==> config.mk <==
export PLATFORM = sky130hd
export DESIGN_NAME = mips_cpu_muldiv_flat
export DESIGN_NICKNAME = d
export VERILOG_FILES = /design/src/rtl/mips_cpu_muldiv_pkg.sv /design/src/rtl/mips_cpu_muldiv_if.sv /design/src/rtl/mips_cpu_muldiv.sv /design/src/flat_wrapper.sv
export SDC_FILE = /design/constraint.sdc
export NUM_CORES = 1
export LEC_CHECK = 0
export CAP_MARGIN = 0
export CORE_MARGIN = 2
export CORE_UTILIZATION = 35
export CTS_BUF_LIST = sky130_fd_sc_hd__clkbuf_4 sky130_fd_sc_hd__clkbuf_8 sky130_fd_sc_hd__clkbuf_16
export DETAILED_ROUTE_END_ITERATION = 10
export HOLD_SLACK_MARGIN = 0.1
export PLACE_DENSITY = 0.53
export RECOVER_POWER = 50
export SLEW_MARGIN = 20
export SYNTH_ARGS = -nofsm -noshare
export SYNTH_HDL_FRONTEND = slang
export SYNTH_SLANG_ARGS = --single-unit
==> constraint.sdc <==
create_clock -name clk -period 8.3 [get_ports clk]
set_clock_uncertainty 0.2 [all_clocks]
set_input_delay 0.83 -clock clk [delete_from_list [all_inputs] [get_ports clk]]
set_output_delay 0.83 -clock clk [all_outputs]
set_load 0.01 [all_outputs]
==> src/rtl/mips_cpu_muldiv_pkg.sv <==
// mips_cpu_muldiv_pkg: op/state types and width-generic sign helpers for the muldiv unit
package mips_cpu_muldiv_pkg;
  localparam int MAXW = 128;
  localparam int IW = $clog2(MAXW);
  typedef enum logic [2:0] {
    OP_MULT  = 3'd0,
    OP_MULTU = 3'd1,
    OP_DIV   = 3'd2,
    OP_DIVU  = 3'd3,
    OP_MTHI  = 3'd4,
    OP_MTLO  = 3'd5
  } muldiv_op_t;
  typedef enum logic [1:0] {S_IDLE, S_MUL, S_DIV, S_FIX} state_t;
  // Callers zero-extend into MAXW bits and size-cast the result back to their width
  function automatic logic [MAXW-1:0] neg_w(input logic [MAXW-1:0] x);
    return ~x + MAXW'(1);
  endfunction
  function automatic logic [MAXW-1:0] abs_w(input logic [MAXW-1:0] x, input int w);
    return x[IW'(w - 1)] ? neg_w(x) : x;
  endfunction
endpackage

==> src/rtl/mips_cpu_muldiv_if.sv <==
// mips_cpu_muldiv_if: control-unit request and HI/LO result bundle for the muldiv unit
interface mips_cpu_muldiv_if import mips_cpu_muldiv_pkg::*; #(parameter int WIDTH = 32);
  logic start;
  muldiv_op_t op;
  logic [WIDTH-1:0] a, b;
  logic busy, done;
  logic [WIDTH-1:0] hi, lo;
  modport master(output start, op, a, b, input busy, done, hi, lo);
  modport slave(input start, op, a, b, output busy, done, hi, lo);
endinterface

==> src/rtl/mips_cpu_muldiv.sv <==
// mips_cpu_muldiv: iterative radix-2 multiply/divide unit owning the HI/LO registers
module mips_cpu_muldiv import mips_cpu_muldiv_pkg::*; #(parameter int WIDTH = 32) (
  input logic clk,
  input logic reset,
  mips_cpu_muldiv_if.slave bus
);
  localparam int W2 = 2 * WIDTH;
  localparam int CW = $clog2(WIDTH + 1);
  state_t state;
  logic [CW-1:0] cnt;
  logic [W2:0] acc, mul_nx, sh, div_nx;
  logic [WIDTH-1:0] m, hi, lo, ma, mb, q, r;
  logic [WIDTH:0] sum;
  logic [WIDTH+1:0] dif;
  logic [W2-1:0] prod;
  logic neg_q, neg_r, dz, is_mul, busy, done, sg, sa, sb, op_mul;
  assign bus.busy = busy;
  assign bus.done = done;
  assign bus.hi = hi;
  assign bus.lo = lo;
  always_comb begin
    sum = acc[W2:WIDTH] + {1'b0, m};
    mul_nx = {1'b0, acc[0] ? sum : acc[W2:WIDTH], acc[WIDTH-1:1]};
    sh = {acc[W2-1:0], 1'b0};
    dif = {1'b0, sh[W2:WIDTH]} - {2'b0, m};
    // Restoring step: keep the shifted remainder when the trial subtract borrows
    div_nx = dif[WIDTH+1] ? sh : {dif[WIDTH:0], sh[WIDTH-1:1], 1'b1};
    sg = bus.op == OP_MULT || bus.op == OP_DIV;
    sa = sg && bus.a[WIDTH-1];
    sb = sg && bus.b[WIDTH-1];
    op_mul = !bus.op[1];
    ma = sg ? WIDTH'(abs_w(MAXW'(bus.a), WIDTH)) : bus.a;
    mb = sg ? WIDTH'(abs_w(MAXW'(bus.b), WIDTH)) : bus.b;
    prod = neg_q ? W2'(neg_w(MAXW'(acc[W2-1:0]))) : acc[W2-1:0];
    q = neg_q ? WIDTH'(neg_w(MAXW'(acc[WIDTH-1:0]))) : acc[WIDTH-1:0];
    r = neg_r ? WIDTH'(neg_w(MAXW'(acc[W2-1:WIDTH]))) : acc[W2-1:WIDTH];
  end
  always_ff @(posedge clk) begin
    done <= 1'b0;
    if (reset) begin
      state <= S_IDLE;
      cnt <= '0;
      busy <= 1'b0;
      hi <= '0;
      lo <= '0;
    end else begin
      case (state)
        S_IDLE: if (bus.start) begin
          if (bus.op == OP_MTHI) hi <= bus.a;
          if (bus.op == OP_MTLO) lo <= bus.a;
          if (!bus.op[2]) begin
            state <= op_mul ? S_MUL : S_DIV;
            acc <= {{(WIDTH + 1){1'b0}}, op_mul ? mb : ma};
            m <= op_mul ? ma : mb;
            neg_q <= sa ^ sb;
            neg_r <= sa;
            dz <= !op_mul && bus.b == '0;
            is_mul <= op_mul;
            cnt <= CW'(WIDTH);
            busy <= 1'b1;
          end
        end
        S_MUL, S_DIV: begin
          acc <= state == S_MUL ? mul_nx : div_nx;
          cnt <= cnt - CW'(1);
          if (cnt == CW'(1)) state <= S_FIX;
        end
        S_FIX: begin
          hi <= is_mul ? prod[W2-1:WIDTH] : r;
          lo <= is_mul ? prod[WIDTH-1:0] : dz ? '1 : q;
          done <= 1'b1;
          busy <= 1'b0;
          state <= S_IDLE;
        end
      endcase
    end
  end
endmodule
==> src/flat_wrapper.sv <==
// flat-port wrapper written by rule: the top's interface ports become plain ports
module mips_cpu_muldiv_flat import mips_cpu_muldiv_pkg::*;
#(parameter int WIDTH = 32)
  (clk, reset, bus_start, bus_op, bus_a, bus_b, bus_busy, bus_done, bus_hi, bus_lo);
  mips_cpu_muldiv_if #(.WIDTH(WIDTH)) bus_i ();
  input logic clk;
  input logic reset;
  input wire logic [$bits(bus_i.start)-1:0] bus_start;
  input wire logic [$bits(bus_i.op)-1:0] bus_op;
  input wire logic [$bits(bus_i.a)-1:0] bus_a;
  input wire logic [$bits(bus_i.b)-1:0] bus_b;
  output wire logic [$bits(bus_i.busy)-1:0] bus_busy;
  output wire logic [$bits(bus_i.done)-1:0] bus_done;
  output wire logic [$bits(bus_i.hi)-1:0] bus_hi;
  output wire logic [$bits(bus_i.lo)-1:0] bus_lo;
  assign bus_i.start = bus_start;
  assign bus_i.op = bus_op;
  assign bus_i.a = bus_a;
  assign bus_i.b = bus_b;
  assign bus_busy = bus_i.busy;
  assign bus_done = bus_i.done;
  assign bus_hi = bus_i.hi;
  assign bus_lo = bus_i.lo;
  mips_cpu_muldiv #(.WIDTH(WIDTH)) u_core (.clk(clk), .reset(reset), .bus(bus_i));
endmodule
==> results.yml, run 1 <==
outcome:
  status: "complete, but fails checks"
  violations: "capacitance limit, slew limit"
place:
  gp_congestion: 0.933
  dpl-instance-area_um2: 17000
  portBuffers: 135
  preCtsSetupSlack_ns: 3.95
  dp_hpwl_um: 45400
pwr:
  max-vdd-ir-drop_mv: 0.223
  power.density_nw_per_um2: 300
  finalPower_mw: 5.28
  leakage_nw: 6.60
layout:
  multi_input_area_um2: 10100
  num_antenna_cells: 0
  final_cell_mix: "197 x nor2_1, 186 x a21oi_1, 158 x nand2_1"
  fillers: 4404
  postLayoutCellArea_um2: 17600
  area_growth_pct: 15.3
  drive_above_1_share_pct: 4.25
  nets: 2063
  fin_util_pct: 40.9
  final_common_cell: "nor2_1"
  seqCellArea_um2: 4510
worst_setup_path:
  cp_data_arrival_time_ns: 6.14
  crit_type: "input port to flip-flop"
  startpoint_type: "input port"
  ff2ff_path_depth: 8
  worstSetupEndpointType: "flip-flop"
  required_ns: 8.46
  slowest_delay_ns: 2.03
  critPathMaxFanout: 48
  crit_chain: "buf_2 -> clkbuf_1 -> clkinv_1 -> clkbuf_1 -> nand4_1 -> nor2_1 -> nor2_1 -> buf_4 -> nor2_1 -> o21ai_0 -> a21oi_1 -> a21o_1"
  slowest_stage: "clkbuf_1"
  cp_common_cell: "nor2_1"
die:
  core_um2: 43100
  std_cell_rows: 76
  die_x_um: 213
  fp.dieH_um: 213
  io_pins: 136
  initial_core_util_pct: 35.5
  die_area_um2: 45300
clocking:
  post_cts_buffers: 0
  clock-sinks: 175
  clkTransAtPathRegs_ns: 0.08
  cts_buffers: 17
  clockRootBuffer: "clkbuf_16"
  cts_tree: "yes"
  cts.repair.resized: 0
  postCtsHoldBufs: 0
  cts-htree-levels: 4
  clk_latency_ns: 0.46
  cts_max_path_buffers: 2
hold_path:
  worstHoldPathType: "flip-flop to flip-flop"
  holdPathStages: 2
logic_synthesis:
  yosysTopAreaCell: "edfxtp_1"
  netlist_instances: 1861
  synth_cell_types: 92
  synth_area_leaders: "edfxtp_1 20%, dfxtp_1 9.7%, mux2i_1 6.2%, ha_1 6.1%, a21oi_1 6.1%"
  yosysWarnings: 0
  synth_ff_type: "edfxtp_1"
  ys_seq_elements: 175
  synth_edf_count: 101
  synth_area_um2: 15300
  synthArstFlopShare_pct: 0
  ys_seq_area_share_pct: 29.6
  yosysTopAreaCellShare_pct: 19.9
  syn_avg_cell_area_um2: 8.21
  syn_nets: 2008
routing:
  vias: 14900
  wl_per_cell_um: 23.8
  drt-total-wl_um: 59700
  drtAntennaViolNets: 0
  drt-pass1-iter-count: 6
  drc_errors: 0
  viasPerCell: 5.94
  drt_iter0_drc: 1437
global_routing:
  grt_max_degree: 74
  gr-total-overflow: 0
  grt_pass1_wl_um: 89700
  grt_antenna_before_repair: 1
  grt_pass1_vias: 14400
  grt_usage_pct: 26.4
sta:
  hold_violations: 0
  rsz0062_at_grt: "no"
  clock.fmax_mhz: 167
  setup_slack_ns: 2.32
  max-slew-margin-rel_pct: -181
  tns_ns: 0
  finalCritPeriodShare_pct: 72.1
  setup_viol: 0
  period_needed_ns: 5.98
  tightestPinTransition_ns: 4.22
  drv_slew: 306
flow_run:
  drv_cap: 6
## flip-flops by register name, summed over array words and instances (netlist names)
name	cells
u_core.state	2
u_core.cnt	6
u_core.is_mul	1
u_core.acc	65
u_core.dz	1
u_core.neg_q	1
u_core.m	32
u_core.bus.busy	1
u_core.bus.hi	32
u_core.neg_r	1
u_core.bus.done	1
u_core.bus.lo	32
## layer usage
metal  vias to the layer above  wire, µm  global-route usage, %  part of all wire [%]
li1                       6996         -                      -                     -
met1                      7168     25800                   35.2                    43
met2                       630     27300                   42.1                    46
met3                       136      3980                   4.18                   6.7
met4                         0      2660                   11.7                   4.5
met5                         -         0                      0                     0
## cell families after synthesis
family,count (synthesis),share of synthesized area [%]
AO/OA/AOI/OAI,583,25.3
XOR/XNOR,165,9.46
adder cells (fa/ha/maj),77,6.41
buffers and inverters,185,4.78
flip-flops,175,29.6
multiplexers,95,6.22
AND/OR/NAND/NOR,581,18.3
## cells in the mapped netlist, types with 8 or more instances
library cell and count:
nor2_1 198, a21oi_1 187, nand2_1 158, xnor2_1 103
edfxtp_1 101, mux2i_1 95, o21ai_0 92, clkbuf_1 85
ha_1 75, dfxtp_1 74, inv_1 68, a211oi_1 65
xor2_1 62, nor3_1 46, a21o_1 40, nand3_1 38
o31ai_1 22, a31oi_1 19, nor2b_1 17, nor4_1 17
o221ai_1 17, or3_1 17, a221oi_1 16, buf_1 16
nand4_1 16, o211ai_1 14, o21a_1 12, buf_2 11
nand2b_1 11, a311oi_1 10, and3_1 9, o41ai_1 8
## layout make-up
| cell class | instances | share of cell area (%) |
|---|---|---|
| clock buffers | 20 | 2.64 |
| well taps | 585 | 4.16 |
| flip-flops and latches | 175 | 25.6 |
| multi-input cells | 1501 | 57.2 |
| repair buffers | 151 | 8.17 |
| clock inverters | 12 | 0.654 |
| inverters | 70 | 1.49 |
## per-stage QoR
step,cells,hold WS [ns]
final,2514,0.257
after global routing,2514,0.280
after CTS,2514,0.259
after detailed placement,2482,0.245
after global placement,2482,0.246
after floorplan,1861,0.241
## worst paths after layout
kind                    start                 to  slack [ns]
min reg2reg  u_core.bus.lo[4]   u_core.bus.lo[4]        0.26
max reg2reg   u_core.state[0]   u_core.bus.lo[8]        2.34
min          u_core.bus.lo[4]   u_core.bus.lo[4]        0.26
max                 bus_op[1]  u_core.bus.hi[17]        2.32
## critical path: cells and delay by family
kind,cells,cell delay [ns]
AND/OR/NAND/NOR,4,0.89
buffers and inverters,5,3.70
AO/OA/AOI/OAI,3,0.64
## report_power, final
part           switching, mW  leakage, nW  internal, mW
sequential             0.383         1.54          1.20
combinational           1.77         4.76          1.09
clock                  0.413        0.291         0.424
total                   2.56         6.60          2.72
Power figures use the tool's default switching activity.
==> run 2: changes to the inputs <==
- PLACE_DENSITY: 0.53 -> 0.55
- clock period: 8.3 -> 5.4 ns (I/O delays scaled with it)
==> results.yml, run 2 (synthesized netlist as in run 1, its figures left out) <==
pwr:
  power.density_nw_per_um2: 460
  power_switching_mw: 3.94
  seqPwrFrac_pct: 29.4
  p_sw_share_pct: 48.6
  p_int_mw: 4.17
  p_comb_share_pct: 55.2
  leakage_nw: 6.63
  max-vdd-ir-drop_mv: 0.259
  finalPower_mw: 8.12
  power_frac_clock_pct: 15.5
worst_setup_path:
  required_ns: 5.52
  cp_top_family: "buffers and inverters"
  slowest_delay_ns: 1.98
  crit_chain: "buf_2 -> clkbuf_1 -> nor3b_1 -> a21oi_4 -> clkbuf_2 -> a211oi_1 -> a21oi_1 -> nor2_1"
  crit_type: "input port to flip-flop"
  cp_data_arrival_time_ns: 4.51
  crit_buf_inv: 3
  worstSetupEndpointType: "flip-flop"
  startpoint_type: "input port"
  slowest_stage: "clkbuf_1"
  critPathMaxFanout: 49
hold_path:
  worstHoldPathType: "flip-flop to flip-flop"
global_routing:
  grt_pass1_wl_um: 91100
  grt_max_degree: 58
  gr-total-overflow: 0
  grt_usage_pct: 26.9
  grt_antenna_before_repair: 0
  grt_pass1_vias: 14700
clocking:
  clockRootBuffer: "clkbuf_16"
  clk_latency_ns: 0.46
  cts_buffers: 17
  postCtsHoldBufs: 0
  clock-sinks: 175
  post_cts_buffers: 0
  clkTransAtPathRegs_ns: 0.07
  cts_tree: "yes"
  cts.repair.resized: 0
  cts_max_path_buffers: 2
  cts-htree-levels: 4
layout:
  largest_register_ffs: 65
  area_growth_pct: 15.5
  final_cell_mix: "197 x nor2_1, 186 x a21oi_1, 158 x nand2_1"
  num_antenna_cells: 0
  seqCellArea_um2: 4510
  fin_util_pct: 41.0
  nets: 2069
  postLayoutCellArea_um2: 17600
  fillers: 4393
  multi_input_area_um2: 10100
  top_register: "u_core.acc"
  drive_above_1_share_pct: 4.60
  final_common_cell: "nor2_1"
place:
  dpl-instance-area_um2: 17100
  dp_hpwl_um: 46600
  portBuffers: 135
  gp_congestion: 0.991
routing:
  drt_iter0_drc: 1545
  wl_per_cell_um: 24.1
  drt-total-wl_um: 60800
  drt-pass1-iter-count: 5
  vias: 15100
  drc_errors: 0
  viasPerCell: 5.98
  drtAntennaViolNets: 0
sta:
  tns_ns: 0
  finalCritPeriodShare_pct: 81.3
  tightestPinTransition_ns: 2.84
  hold_violations: 0
  rsz0062_at_grt: "no"
  clock.fmax_mhz: 228
  drv_slew: 189
  hold_slack_ns: 0.254
  setup_viol: 0
  period_needed_ns: 4.39
  max-slew-margin-rel_pct: -89.1
die:
  die_area_um2: 45300
  std_cell_rows: 76
  io_pins: 136
  die_x_um: 213
  fp.dieH_um: 213
  core_um2: 43100
  initial_core_util_pct: 35.5
outcome:
  status: "complete, but fails checks"
  violations: "capacitance limit, slew limit"
flow_run:
  drv_cap: 5
run 2: cell count changes in the layout (fill, tap and decap cells not counted):
cell        delta
clkbuf_4       -1
inv_6          +2
buf_4          +7
clkbuf_1       -2
clkinv_4       +3
clkbuf_2       +1
clkbuf_8       +1
clkinv_1       -1
inv_1          +1
clkinvlp_4     -1
inv_8          -5
run 2: final timing paths:
path	start	endpoint	slack [ns]	cells past startpoint
hold reg to reg	u_core.bus.hi[1]	u_core.bus.hi[1]	0.25	2
hold / removal	u_core.bus.hi[1]	u_core.bus.hi[1]	0.25	2
setup reg to reg	u_core.state[0]	u_core.acc[9]	1.19	6
setup / recovery	bus_op[1]	u_core.bus.lo[3]	1.01	8
run 2: tightest hold or removal path, cell delays in order, from the launching register on:
cell and delay [ns]:
dfxtp_1 0.31, nand2_1 0.05, a21oi_1 0.05
run 2: power groups by stage:
| stage | clock network (mW) | registers [mW] | logic [mW] |
|---|---|---|---|
| CTS | 1.27 | 2.35 | 4.45 |
| floorplan | 0 | 2.14 | 3.24 |
| global placement | 0 | 2.38 | 4.40 |
| finish | 1.25 | 2.38 | 4.48 |
| detailed placement | 0 | 2.38 | 4.42 |
| global route | 1.32 | 2.41 | 4.90 |
run 2: cell type report:
type	count	area share, %
clock buffer	20	2.67
tap	585	4.15
multi-input combinational	1501	57.1
inverter	70	1.49
timing repair buffer	157	8.44
sequential	175	25.6
clock inverter	11	0.539
run 2: stage by stage:
step           setup WS [ns]  instances
2_1_floorplan          0.826       1861
3_3_place_gp            1.23       2488
3_5_place_dp            1.29       2488
4_1_cts                 1.42       2519
5_1_grt                0.791       2519
6_report                1.01       2519
run 2: metal layers:
layer | GRT usage (%) | share of wire (%)
met3 | 3.07 | 6.3
met1 | 35.2 | 43
met5 | 0 | 0
met4 | 12.3 | 4.1
met2 | 44.3 | 47
==> edit: new RTL, flow settings as in run 2 <==
`WIDTH` is set to 32 in 3 places; all go to 64.
--- a/src/rtl/mips_cpu_muldiv_if.sv
+++ b/src/rtl/mips_cpu_muldiv_if.sv
@@ -1,3 +1,3 @@
 // mips_cpu_muldiv_if: control-unit request and HI/LO result bundle for the muldiv unit
-interface mips_cpu_muldiv_if import mips_cpu_muldiv_pkg::*; #(parameter int WIDTH = 32);
+interface mips_cpu_muldiv_if import mips_cpu_muldiv_pkg::*; #(parameter int WIDTH = 64);
   logic start;
--- a/src/rtl/mips_cpu_muldiv.sv
+++ b/src/rtl/mips_cpu_muldiv.sv
@@ -1,3 +1,3 @@
 // mips_cpu_muldiv: iterative radix-2 multiply/divide unit owning the HI/LO registers
-module mips_cpu_muldiv import mips_cpu_muldiv_pkg::*; #(parameter int WIDTH = 32) (
+module mips_cpu_muldiv import mips_cpu_muldiv_pkg::*; #(parameter int WIDTH = 64) (
   input logic clk,
--- a/src/flat_wrapper.sv
+++ b/src/flat_wrapper.sv
@@ -2,3 +2,3 @@
 module mips_cpu_muldiv_flat import mips_cpu_muldiv_pkg::*;
-#(parameter int WIDTH = 32)
+#(parameter int WIDTH = 64)
   (clk, reset, bus_start, bus_op, bus_a, bus_b, bus_busy, bus_done, bus_hi, bus_lo);
Ports: changed (resized bus_a, bus_b, bus_hi and bus_lo); port bits go from 136 to 264. No check against the original RTL was run, so the function may have changed too.
==> edit against run 2 <==
  * The run still ends with max-capacitance violations, max-slew violations left
  * Wire length is 120% higher
  * Synthesized area increased by 100%
  * Critical path depth shrank 3
  * Total power grew 110%
  * Highest routed layer is now met5
  * Worst setup slack got worse by 0.42 ns
  * Critical endpoint is now u_core.acc[125]
  * Via count increased by 110%
  * Sequential cell count is 161 higher
  * Design area increased by 110%
==> edit: results (changes against run 2) <==
dp.cells: 5177  # +110%
synth.distinct_cells: 82  # -11%
synth_commonest_cells: "nor2_1, a21oi_1, nand2_1"
dp_slack_ns: 0.421  # -0.871 ns
grt_usage_pct: 28.4  # +1.6 points
power_leakage_nw: 13.6  # +100%
antenna_found_initial: 14  # +14
synth_xor_area_share_pct: 9.98  # +0.52 points
port-buffer-count: 263  # +95%
worstMarginPinSlew_ns: 2.47  # -0.371 ns
postSynthNetCount: 4199  # +110%
drive_above_1_share_pct: 5.89  # +1.3 points
synthTopCellsByArea: "edfxtp_1, dfxtp_1, mux2i_1"
dpl-instance-area_mm2: 0.0349  # +100%
dr.pass1.iters: 6  # +1
drtIter0Drc: 3302  # +110%
violations: "max-capacitance violations, max-slew violations"
worstReg2RegEnd: "u_core.acc[125]"
cts.path.max_buffers: 3  # +1
holdPathStages: 2  # unchanged
outcome: "complete, but fails checks"
reg2reg_slack_ns: 0.68  # -0.51 ns
drv_cap: 6  # +1
insertion_delay_ns: 0.58  # +0.12 ns
muxShareOfSynthArea_pct: 7.02  # +0.80 points
critPathMaxFanout: 20  # -59%
cts_max_level: 2  # -2
crit_arrival_ns: 4.80  # +0.29 ns
synth_compound_area_share_pct: 24.6  # -0.75 points
final_cells: 5253  # +110%
hold-worst-slack_ns: 0.249  # -0.00519 ns
min_from: "u_core.bus.lo[13]"
grt_max_degree: 82  # +41%
synthesis.instances: 3924  # +110%
grt_first_pass_wirelength_um: 196000  # +110%
min_to: "u_core.bus.lo[13]"
wl_um: 134000  # +120%
synth_edf_count: 197  # +95%
drv_slew: 253  # +34%
largest_reg_flops: 129  # +98%
vias: 31500  # +110%
cts-buffers-inserted: 40  # +23
post-dp-hpwl_um: 104000  # +120%
yosysSeqAreaShare_pct: 28.2  # -1.4 points
## edit: power breakdown
group / internal [mW] / switching [mW]
Clock: 1.61 / 1.20
Sequential: 3.56 / 0.786
Combinational: 3.66 / 6.35
## edit: cell families after synthesis
kind of cell / Yosys count
compound gates: 1178
xor+xnor: 352
fa+ha+maj: 141
buf+inv: 415
flops: 336
mux: 216
simple gates: 1286
## edit: worst max-delay path: stages
cell,delay (ns)
dlygate4sd3_1,0.68
o21ai_0,0.56
nand2b_1,0.33
nor2_1,1.88
clkbuf_1,0.79
## edit: how the worst max path moves through the flow
stage,start,end,slack [ns]
3_5_place_dp,bus_a[20],u_core.acc[51],0.42
4_1_cts,u_core.acc[72],u_core.acc[64],0.87
6_report,bus_op[2],u_core.acc[125],0.59
2_1_floorplan,u_core.state[0],u_core.acc[0],0.12
3_3_place_gp,bus_a[20],u_core.acc[51],0.51
5_1_grt,u_core.state[1],u_core.bus.lo[7],0.36
## edit: metal layers
metal | share of wire, % | up-vias | GRT usage [%]
li1 | - | 14700 | -
met1 | 45 | 15000 | 41.1
met2 | 43 | 1513 | 43.0
met3 | 8.8 | 225 | 4.91
met4 | 3.1 | 14 | 8.52
met5 | 0.073 | - | 0
## edit: stage by stage
stage          power, mW  util (%)
4_1_cts             17.0      41.6
6_report            17.2      41.5
2_1_floorplan       10.8         -
5_1_grt             18.2      41.5
3_3_place_gp        14.2      40.1
3_5_place_dp        14.2      40.1
## edit: area by class of cell
cell class / count / area, um2 / area share, %
clock inverter: 12 / 82.6 / 0.228
sequential: 336 / 8700 / 24.0
multi-input combinational: 3173 / 20700 / 57.2
inverter: 143 / 539 / 1.49
clock buffer: 60 / 1250 / 3.44
tap: 1155 / 1450 / 3.99
antenna: 4 / 10.0 / 0.0276
timing repair buffer: 370 / 3470 / 9.60
